### src/rtl/lsu_arbiter.sv
`default_nettype none
// ============================================================================
//  Module      : lsu_arbiter
//  Description : Two-requester arbiter and sequencer in front of a single-port
//                word load/store unit. M0 (CPU data port) and M1 (debug/DMA
//                loader) share the LSU under round-robin arbitration. M1 can
//                hold ownership for a bounded burst with m1_lock. Each access
//                takes three cycles: IDLE (grant and latch), ACCESS (one LSU
//                cycle), RESP (done pulse and read data).
//  Ports       : clk, rst_n (async, active-low)
//                m0_*/m1_* : req/we/addr/wdata in, gnt/done/rdata out
//                m1_lock   : M1 burst ownership request
//                lsu_*     : we/re/addr/wdata out, rdata in (combinational)
//                Optional (LSU_ARB_STATS_EN): stat_clr in,
//                stat_m0_grants/stat_m1_grants/stat_contention out
//  Revision    : 1.0 - initial release
// ============================================================================
module lsu_arbiter #(
    parameter int MAX_LOCK = 8,
    parameter int AW       = 32,
    parameter int DW       = 32
) (
    input  logic          clk,
    input  logic          rst_n,
    input  logic          m0_req,
    input  logic          m0_we,
    input  logic [AW-1:0] m0_addr,
    input  logic [DW-1:0] m0_wdata,
    output logic          m0_gnt,
    output logic          m0_done,
    output logic [DW-1:0] m0_rdata,
    input  logic          m1_req,
    input  logic          m1_we,
    input  logic [AW-1:0] m1_addr,
    input  logic [DW-1:0] m1_wdata,
    output logic          m1_gnt,
    output logic          m1_done,
    output logic [DW-1:0] m1_rdata,
    input  logic          m1_lock,
    output logic          lsu_we,
    output logic          lsu_re,
    output logic [AW-1:0] lsu_addr,
    output logic [DW-1:0] lsu_wdata,
    input  logic [DW-1:0] lsu_rdata
`ifdef LSU_ARB_STATS_EN
    ,
    input  logic          stat_clr,
    output logic [15:0]   stat_m0_grants,
    output logic [15:0]   stat_m1_grants,
    output logic [15:0]   stat_contention
`endif
);

    localparam logic [3:0] c_max_lock = 4'(MAX_LOCK);

    typedef enum logic [1:0] {
        S_IDLE   = 2'd0,
        S_ACCESS = 2'd1,
        S_RESP   = 2'd2
    } state_t;

    state_t        r_state;
    logic          r_rr;        // 1: M1 preferred on a tie
    logic          r_owner;     // master of the latest grant (1 = M1)
    logic          r_we;
    logic [AW-1:0] r_addr;
    logic [DW-1:0] r_wdata;
    logic [DW-1:0] r_rdata;
    logic          r_lsu_we;
    logic          r_lsu_re;
    logic          r_m0_done;
    logic          r_m1_done;
    logic [3:0]    r_lock_cnt;

    logic          w_idle;
    logic          w_lock_hold;
    logic          w_pref_m1;
    logic          w_sel_m1;
    logic          w_any;
    logic          w_cmd_we;

    assign w_idle = (r_state == S_IDLE);

    // After an M1 grant rr already points at M0, so the lock only has to
    // override rr while the burst budget is not exhausted.
    assign w_lock_hold = r_owner & m1_lock & (r_lock_cnt < c_max_lock);
    assign w_pref_m1   = r_rr | w_lock_hold;
    assign w_sel_m1    = m1_req & (~m0_req | w_pref_m1);
    assign w_any       = w_idle & (m0_req | m1_req);
    assign w_cmd_we    = w_sel_m1 ? m1_we : m0_we;

    assign m0_gnt    = w_idle & m0_req & ~w_sel_m1;
    assign m1_gnt    = w_idle & w_sel_m1;
    assign m0_done   = r_m0_done;
    assign m1_done   = r_m1_done;
    assign m0_rdata  = r_rdata;
    assign m1_rdata  = r_rdata;
    assign lsu_we    = r_lsu_we;
    assign lsu_re    = r_lsu_re;
    assign lsu_addr  = r_addr;
    assign lsu_wdata = r_wdata;

    // Sequencer: LSU strobes and done pulses are registered so that they are
    // high exactly during ACCESS and RESP respectively.
    always_ff @(posedge clk or negedge rst_n) begin
        if (!rst_n) begin
            r_state   <= S_IDLE;
            r_rr      <= 1'b0;
            r_owner   <= 1'b0;
            r_we      <= 1'b0;
            r_addr    <= '0;
            r_wdata   <= '0;
            r_rdata   <= '0;
            r_lsu_we  <= 1'b0;
            r_lsu_re  <= 1'b0;
            r_m0_done <= 1'b0;
            r_m1_done <= 1'b0;
        end else begin
            r_lsu_we  <= 1'b0;
            r_lsu_re  <= 1'b0;
            r_m0_done <= 1'b0;
            r_m1_done <= 1'b0;
            case (r_state)
                S_IDLE: begin
                    if (w_any) begin
                        r_we     <= w_cmd_we;
                        r_addr   <= w_sel_m1 ? m1_addr  : m0_addr;
                        r_wdata  <= w_sel_m1 ? m1_wdata : m0_wdata;
                        r_owner  <= w_sel_m1;
                        r_rr     <= ~w_sel_m1;
                        r_lsu_we <= w_cmd_we;
                        r_lsu_re <= ~w_cmd_we;
                        r_state  <= S_ACCESS;
                    end
                end
                S_ACCESS: begin
                    // Captured for stores too; the value is simply unused.
                    r_rdata   <= lsu_rdata;
                    r_m0_done <= ~r_owner;
                    r_m1_done <= r_owner;
                    r_state   <= S_RESP;
                end
                S_RESP: begin
                    r_state <= S_IDLE;
                end
                default: begin
                    r_state <= S_IDLE;
                end
            endcase
        end
    end

    // Consecutive M1 grants won while M0 was waiting.
    always_ff @(posedge clk or negedge rst_n) begin
        if (!rst_n) begin
            r_lock_cnt <= 4'd0;
        end else if (!m1_lock || m0_gnt) begin
            r_lock_cnt <= 4'd0;
        end else if (m1_gnt && m0_req && (r_lock_cnt < c_max_lock)) begin
            r_lock_cnt <= r_lock_cnt + 4'd1;
        end
    end

`ifdef LSU_ARB_STATS_EN
    logic [15:0] r_stat_m0;
    logic [15:0] r_stat_m1;
    logic [15:0] r_stat_cont;

    assign stat_m0_grants  = r_stat_m0;
    assign stat_m1_grants  = r_stat_m1;
    assign stat_contention = r_stat_cont;

    always_ff @(posedge clk or negedge rst_n) begin
        if (!rst_n) begin
            r_stat_m0   <= 16'd0;
            r_stat_m1   <= 16'd0;
            r_stat_cont <= 16'd0;
        end else if (stat_clr) begin
            r_stat_m0   <= 16'd0;
            r_stat_m1   <= 16'd0;
            r_stat_cont <= 16'd0;
        end else begin
            if (m0_gnt && (r_stat_m0 != 16'hFFFF)) begin
                r_stat_m0 <= r_stat_m0 + 16'd1;
            end
            if (m1_gnt && (r_stat_m1 != 16'hFFFF)) begin
                r_stat_m1 <= r_stat_m1 + 16'd1;
            end
            if (w_idle && m0_req && m1_req && (r_stat_cont != 16'hFFFF)) begin
                r_stat_cont <= r_stat_cont + 16'd1;
            end
        end
    end
`endif

endmodule
`default_nettype wire

### config.mk
export PLATFORM = sky130hd
export DESIGN_NAME = lsu_arbiter
export DESIGN_NICKNAME = d
export VERILOG_FILES = /design/src/rtl/lsu_arbiter.sv
export SDC_FILE = /design/constraint.sdc
export NUM_CORES = 1
export LEC_CHECK = 0
export CAP_MARGIN = 20
export CORE_MARGIN = 10
export CORE_UTILIZATION = 25
export CTS_CLUSTER_SIZE = 28
export DETAILED_ROUTE_END_ITERATION = 16
export SYNTH_ARGS = -nofsm -noshare
export SYNTH_HDL_FRONTEND = slang
export SYNTH_SLANG_ARGS = --single-unit
### constraint.sdc
create_clock -name clk -period 2 [get_ports clk]
set_input_delay 0.4 -clock clk [delete_from_list [all_inputs] [get_ports clk]]
set_output_delay 0.4 -clock clk [all_outputs]
set_load 0.05 [all_outputs]
==> results of run 1 <==
## power by group
part | internal [mW] | leakage [nW] | total (mW) | switching, mW
Combinational | 3.36 | 2.62 | 10.6 | 7.26
Clock | 0.865 | 0.141 | 1.75 | 0.887
Sequential | 3.19 | 1.35 | 3.85 | 0.656
Total | 7.42 | 4.11 | 16.2 | 8.80
## area by class of cell
type	count	area [um^2]
fill	1935	11000
timing repair buffer	335	3370
sequential	108	2700
multi-input combinational	385	1910
tap	265	332
clock buffer	9	225
clock inverter	7	57.6
inverter	4	15.0
## kinds of logic (layout without fill, tap and decap cells)
kind of cell | count (synthesis) | after routing | share of synthesized area [%]
adders and majority gates | 1 | 1 | 0.250
DFF | 108 | 108 | 53.9
buffers and inverters | 78 | 355 | 8.97
AOI/OAI and AO/OA | 72 | 72 | 10.7
and+or+nand+nor | 310 | 310 | 25.7
muxes | 2 | 2 | 0.400
## worst paths after layout
kind                            slack [ns]  cells after the start    startpoint      endpoint
worst min-delay path                  0.50                      2  lsu_addr[29]  lsu_addr[29]
worst max register to register        0.41                      7       r_owner   lsu_addr[0]
min in group asynchronous             0.56                      2         rst_n   m0_rdata[4]
worst max-delay path                  0.04                      1  m0_rdata[12]  m0_rdata[12]
worst min register to register        0.50                      2  lsu_addr[29]  lsu_addr[29]
max in group asynchronous             0.88                      3         rst_n  lsu_wdata[1]
## repair_timing
action | 4_1_cts | 5_1_grt
endpoints found under the setup margin | 15 | 38
resized for setup | 16 | 34
buffers inserted | 5 | 1
hold buffers | 1 | 0
endpoints found under the hold margin | 14 | 0
pin swaps | 3 | 2
## flip-flops by register name, indices dropped and copies added, names as in the netlist
signal	cells
lsu_addr	32
m0_rdata	32
r_owner	1
r_state	2
r_lock_cnt	4
lsu_re	1
lsu_we	1
m0_done	1
m1_done	1
r_rr	1
lsu_wdata	32
## worst register-to-register path: cells and delay by family (launching register included)
kind                   cells  cell delay [ns]
AND/OR/NAND/NOR            2             0.33
AO/OA/AOI/OAI              2             0.32
buffers and inverters      3             0.48
flip-flops                 1             0.38
## metrics by stage
step | util [%] | hold WS (ns) | setup TNS [ns]
final | 44.0 | 0.496 | 0
after global routing | 44.0 | 0.517 | -0.0284
after CTS | 43.5 | 0.503 | 0
after detailed placement | 41.8 | 0.393 | -0.193
after global placement | 41.8 | 0.394 | -0.132
after floorplan | - | 0.104 | 0
## routing by layer
| metal | share of wire (%) | up-vias |
|---|---|---|
| li1 | - | 2416 |
| met1 | 41 | 2300 |
| met2 | 48 | 226 |
| met3 | 9.9 | 14 |
| met4 | 1.2 | 0 |
| met5 | 0 | - |
## placed cells by master (no fill, tap or decap), drive strengths merged, types with 2 or more instances in the layout
master,n
nor3,2
o21ai,2
nand3,66
a21oi,2
clkinv,5
buf,64
nand2b,2
o211ai,64
and2,3
clkbuf,9
a21o,2
clkdlybuf4s50,223
dlygate4sd2,13
or4,2
dlymetal6s2s,34
nor2,4
inv,6
nand2,227
dfrtp,108
mux2i,2
==> results_dict.tcl, run 1 <==
set metrics [dict create \
    synth_edf_count 0 \
    dieHeight_um 162 \
    synthArstFlopShare_pct 100 \
    dp_slack_ns -0.102 \
    yosysTopAreaCellShare_pct 53.9 \
    fin_crit_sh_pct 98.0 \
    crit_path_start_kind "flip-flop" \
    status "finished clean" \
    placed_area_um2 8200 \
    synthCells 571 \
    yosys.area.top_type "dfrtp_1" \
    ctsLongestPathBuffers 2 \
    std_cell_rows 51 \
    first_pass_iters 6 \
    max-cap-violations 0 \
    min_period_ns 1.96 \
    grt_pass1_wl_um 30500 \
    worstPathCellList "clkdlybuf4s50_1" \
    avgSynthCellArea_um2 8.77 \
    overflow 0 \
    numCtsBuffers 9 \
    gr-usage-met1_pct 17.6 \
    route.detailed.drc 0 \
    busiest_layer "met2" \
    grt_pass1_vias 5156 \
    crit_family "buffers and inverters" \
    ys_ff_latch 108 \
    critPathCaptureType "output pin" \
    netlist_top_cells_count "227 x nand2_1, 108 x dfrtp_1, 66 x nand3_1, 64 x o211ai_1, 35 x buf_4" \
    ioPinCount 301 \
    wl_um 19800 \
    cts_htree_levels 3 \
    crit_arrival_ns 1.56 \
    clock_latency_ns 0.35 \
    synthToLayoutAreaGrowth_pct 71.9 \
    globalplace.congestion 0.754 \
    vdd_ir_drop_max_mv 0.581 \
    finClkSkew_ns 0.00662 \
    finalSetupViolCount 0 \
    use_met3_pct 6.18 \
    max_freq_mhz 510 \
    ant_nets 0 \
    worst-path-buf-inv 1 \
    gr-usage-met2_pct 24.1 \
    core_area_um2 19600 \
    synth_fp_nets 739 \
    synthTopCellsByArea "dfrtp_1 54%, nand2_1 17%, o211ai_1 9.6%" \
    final_cell_area_um2 8610 \
    drive_gt1_share_pct 10.3 \
    syn_area_um2 5010 \
    powerDensity_nw_per_um2 1880 \
    cpPeakStageDelay_ns 0.83 \
    finalNetCount 1011 \
    synth_warnings 0 \
    antenna_found_initial 0 \
    grt_max_degree 39 \
    tightest_slew_ns 0.550 \
    final_hold_viol_count 0 \
    yosysUniqueCellTypes 26 \
    path_class "flip-flop to output pin" \
    slew_headroom_pct 63.2 \
    track_usage_pct 14.8 \
    worst_slack_ns 0.0393 \
    initial_core_util_pct 25.6 \
    fin_cells 1113 \
    ys_seq_area_share_pct 53.9 \
    vias 4956 \
    finalPower_mw 16.2 \
    post-dp-hpwl_um 15200 \
    n_antenna_cell 0 \
    vias_per_cell 4.45 \
    cp_slowest_cell "clkdlybuf4s50_1" \
    cts_root_buf "clkbuf_16" \
    power.leakage_nw 4.11 \
    slew_violations 0 \
    wl_per_cell_um 17.8 \
    cts_tree "built" \
    synth.most_common_cell "nand2_1" \
    cts.sinks 108 \
    ys.flop_type "dfrtp_1" \
    hp-class "flip-flop to flip-flop" \
    fp.dieArea_um2 26100 \
    place_inst 1090 \
    portBuffers 300 \
    path_clk_slew_ns 0.08 \
    required_ns 1.60 \
    die_w_um 162 \
    critPathMaxFanout 3 \
    drt_iter0_markers 288 \
]
No activity file was read; power rests on OpenSTA's default activity.
==> run 2, diff against run 1 <==
--- a/config.mk
+++ b/config.mk
@@ -5,11 +5,13 @@
 export SDC_FILE = /design/constraint.sdc
 export NUM_CORES = 1
 export LEC_CHECK = 0
+export ABC_AREA = 1
 export CAP_MARGIN = 20
 export CORE_MARGIN = 10
 export CORE_UTILIZATION = 25
 export CTS_CLUSTER_SIZE = 28
 export DETAILED_ROUTE_END_ITERATION = 16
+export SLEW_MARGIN = 10
 export SYNTH_ARGS = -nofsm -noshare
 export SYNTH_HDL_FRONTEND = slang
 export SYNTH_SLANG_ARGS = --single-unit
==> run 2 against run 1 <==
Compared with the run above: non-clock buffer count decreased by 15; largest power group unchanged; critical path type unchanged; die area is 3.8% lower; cell count is 2.9% lower; first-iteration DRC count shrank 27%; synthesized cell count did not move; sequential share of layout area grew 1.9 points; core utilization down 0.63 points; sequential power hardly changed; via count down 5.6%; maximum frequency down 0.72%; critical endpoint is now m1_rdata[24]; critical path depth is the same.
==> results_dict.tcl, run 2 <==
set metrics [dict create \
    synthArstFlopShare_pct 100 \
    grt_pass1_vias 4756 \
    grt_pass1_wl_um 27200 \
    gr-usage-met2_pct 22.1 \
    finClkSkew_ns 0.0115 \
    cts_root_buf "clkbuf_16" \
    cts_htree_levels 3 \
    path_clk_slew_ns 0.07 \
    fin_cells 1081 \
    gr-usage-met1_pct 15.9 \
    synthTopCellsByArea "dfrtp_1 56%, nand2_1 24%, nand3_1 7.2%" \
    crit_family "buffers and inverters" \
    syn_area_um2 4790 \
    synth.most_common_cell "nand2_1" \
    finalNetCount 1011 \
    finalSetupTns_ns 0 \
    crit_cells 1 \
    overflow 0 \
    fin_crit_sh_pct 98.7 \
    std_cell_rows 50 \
    drive_gt1_share_pct 9.92 \
    worstPathCellList "clkdlybuf4s50_1" \
    ys.flop_type "dfrtp_1" \
    status "finished clean" \
    wl_per_cell_um 16.9 \
    ant_nets 0 \
    max_freq_mhz 506 \
    synthAdderAreaFrac_pct 0.261 \
    final_cell_mix "303 x nand2_1, 235 x clkdlybuf4s50_1, 108 x dfrtp_1" \
    synth_warnings 0 \
    slew_headroom_pct 63.7 \
    final.fill_count 1848 \
    vias_per_cell 4.33 \
    hp-class "input pin to asynchronous set/reset pin" \
    post-dp-hpwl_um 14300 \
    crit_path_start_kind "flip-flop" \
    n_antenna_cell 0 \
    crit_arrival_ns 1.57 \
    busiest_layer "met2" \
    vdd_ir_drop_max_mv 0.861 \
    synth_top_family_by_area "simple AND/OR/NAND/NOR gates" \
    core_area_um2 18800 \
    synth_edf_count 0 \
    fp.dieArea_um2 25100 \
    powerDensity_nw_per_um2 1940 \
    globalplace.congestion 0.765 \
    worst-path-buf-inv 1 \
    netlist_top_cells_count "303 x nand2_1, 108 x dfrtp_1, 69 x nand3_1, 37 x buf_4, 9 x clkbuf_1" \
    yosys.area.top_type "dfrtp_1" \
    vias 4677 \
    clock_latency_ns 0.35 \
    synth_compound_area_share_pct 0.705 \
    cts.sinks 108 \
    slew_violations 0 \
    required_ns 1.60 \
    die_w_um 158 \
    yosysTopAreaCellShare_pct 56.4 \
    dieHeight_um 158 \
    cp_slowest_cell "clkdlybuf4s50_1" \
    finalSetupViolCount 0 \
    synthMuxAreaShare_pct 0 \
    drt_iter0_markers 209 \
    min_period_ns 1.97 \
    fin_hold_ws_ns 0.00247 \
    critPathMaxFanout 3 \
    antenna_found_initial 0 \
    cpPeakStageDelay_ns 0.83 \
    postCtsHoldBufs 0 \
    max-cap-violations 0 \
    ys_ff_latch 108 \
    wl_um 18300 \
    synthToLayoutAreaGrowth_pct 69.7 \
    post-cts-setup-buffers 0 \
    place_inst 1066 \
    portBuffers 300 \
    synth_fp_nets 739 \
    power.leakage_nw 4.01 \
    yosysUniqueCellTypes 20 \
    ioPinCount 301 \
    route.detailed.drc 0 \
    initial_core_util_pct 25.5 \
    avgSynthCellArea_um2 8.39 \
    track_usage_pct 13.8 \
    critPathCaptureType "output pin" \
    numCtsBuffers 9 \
    synthCells 571 \
    use_met3_pct 7.45 \
    final_common_cell "nand2_1" \
    final_hold_viol_count 0 \
    grt_max_degree 47 \
    ctsLongestPathBuffers 2 \
    ys_seq_area_share_pct 56.4 \
    cts_tree "built" \
    reg2regPathDepth 7 \
    yosys.area_share.simple_pct 33.0 \
    path_class "flip-flop to output pin" \
    tightest_slew_ns 0.543 \
    synth_xor_area_share_pct 0.183 \
    rrSetupSlack_ns 0.42 \
    first_pass_iters 6 \
]
[run 2: cell count changes after synthesis, moves of 5 or more]
cell	change
buf_2	-13
buf_6	+6
clkbuf_1	-10
nand2_1	+76
nand4_1	+5
o211ai_1	-64
[run 2: area by class of cell]
| class | count | area, um^2 | share of cell area, % |
|---|---|---|---|
| Clock buffer | 11 | 243 | 2.99 |
| Inverter | 10 | 40.0 | 0.492 |
| Clock inverter | 4 | 50.0 | 0.615 |
| Tap cell | 234 | 293 | 3.60 |
| Timing Repair Buffer | 320 | 3170 | 38.9 |
| Multi-Input combinational cell | 394 | 1640 | 20.1 |
| Sequential cell | 108 | 2700 | 33.2 |
[run 2: routing by layer]
metal,up-vias,part of all wire (%)
li1,2296,-
met4,0,0.87
met5,-,0
met3,8,14
met1,2139,40
met2,234,45
[run 2: worst paths after layout]
| check | to | startpoint |
|---|---|---|
| worst min-delay path | m0_rdata[13] | rst_n |
| min in group clk | m0_done | r_owner |
| worst max-delay path | m1_rdata[24] | m0_rdata[24] |
| worst min register to register | m0_done | r_owner |
| max in group asynchronous | lsu_addr[17] | rst_n |
| worst max register to register | r_owner | r_lock_cnt[3] |
[run 2: cells by family (layout without fill, tap and decap cells)]
family	after synthesis	count (layout)
AO/OA/AOI/OAI	4	4
XOR/XNOR	1	1
adder cells (fa/ha/maj)	1	1
buffers and inverters	69	345
flip-flops	108	108
AND/OR/NAND/NOR	388	388
[run 2: what timing repair did]
item | 4_1_cts | 5_1_grt
endpoints found under the setup margin | 4 | 20
pin swaps | 0 | 1
gates resized for setup | 4 | 20
[run 2: through the flow]
stage	power, mW	util (%)	cell area (um^2)	worst slack [ns]
global placement	14.1	41.5	7790	0.0134
detailed placement	14.2	41.5	7790	-0.0200
global route	16.7	43.3	8130	-0.0119
CTS	16.0	43.1	8080	0.00914
finish	15.8	43.3	8130	0.0252
floorplan	10.8	-	4790	0.430
[run 2: where the power goes]
part | leakage [nW] | internal [mW] | switching (mW)
sequential | 1.34 | 3.22 | 0.662
combinational | 2.53 | 3.11 | 6.96
clock | 0.138 | 0.999 | 0.818
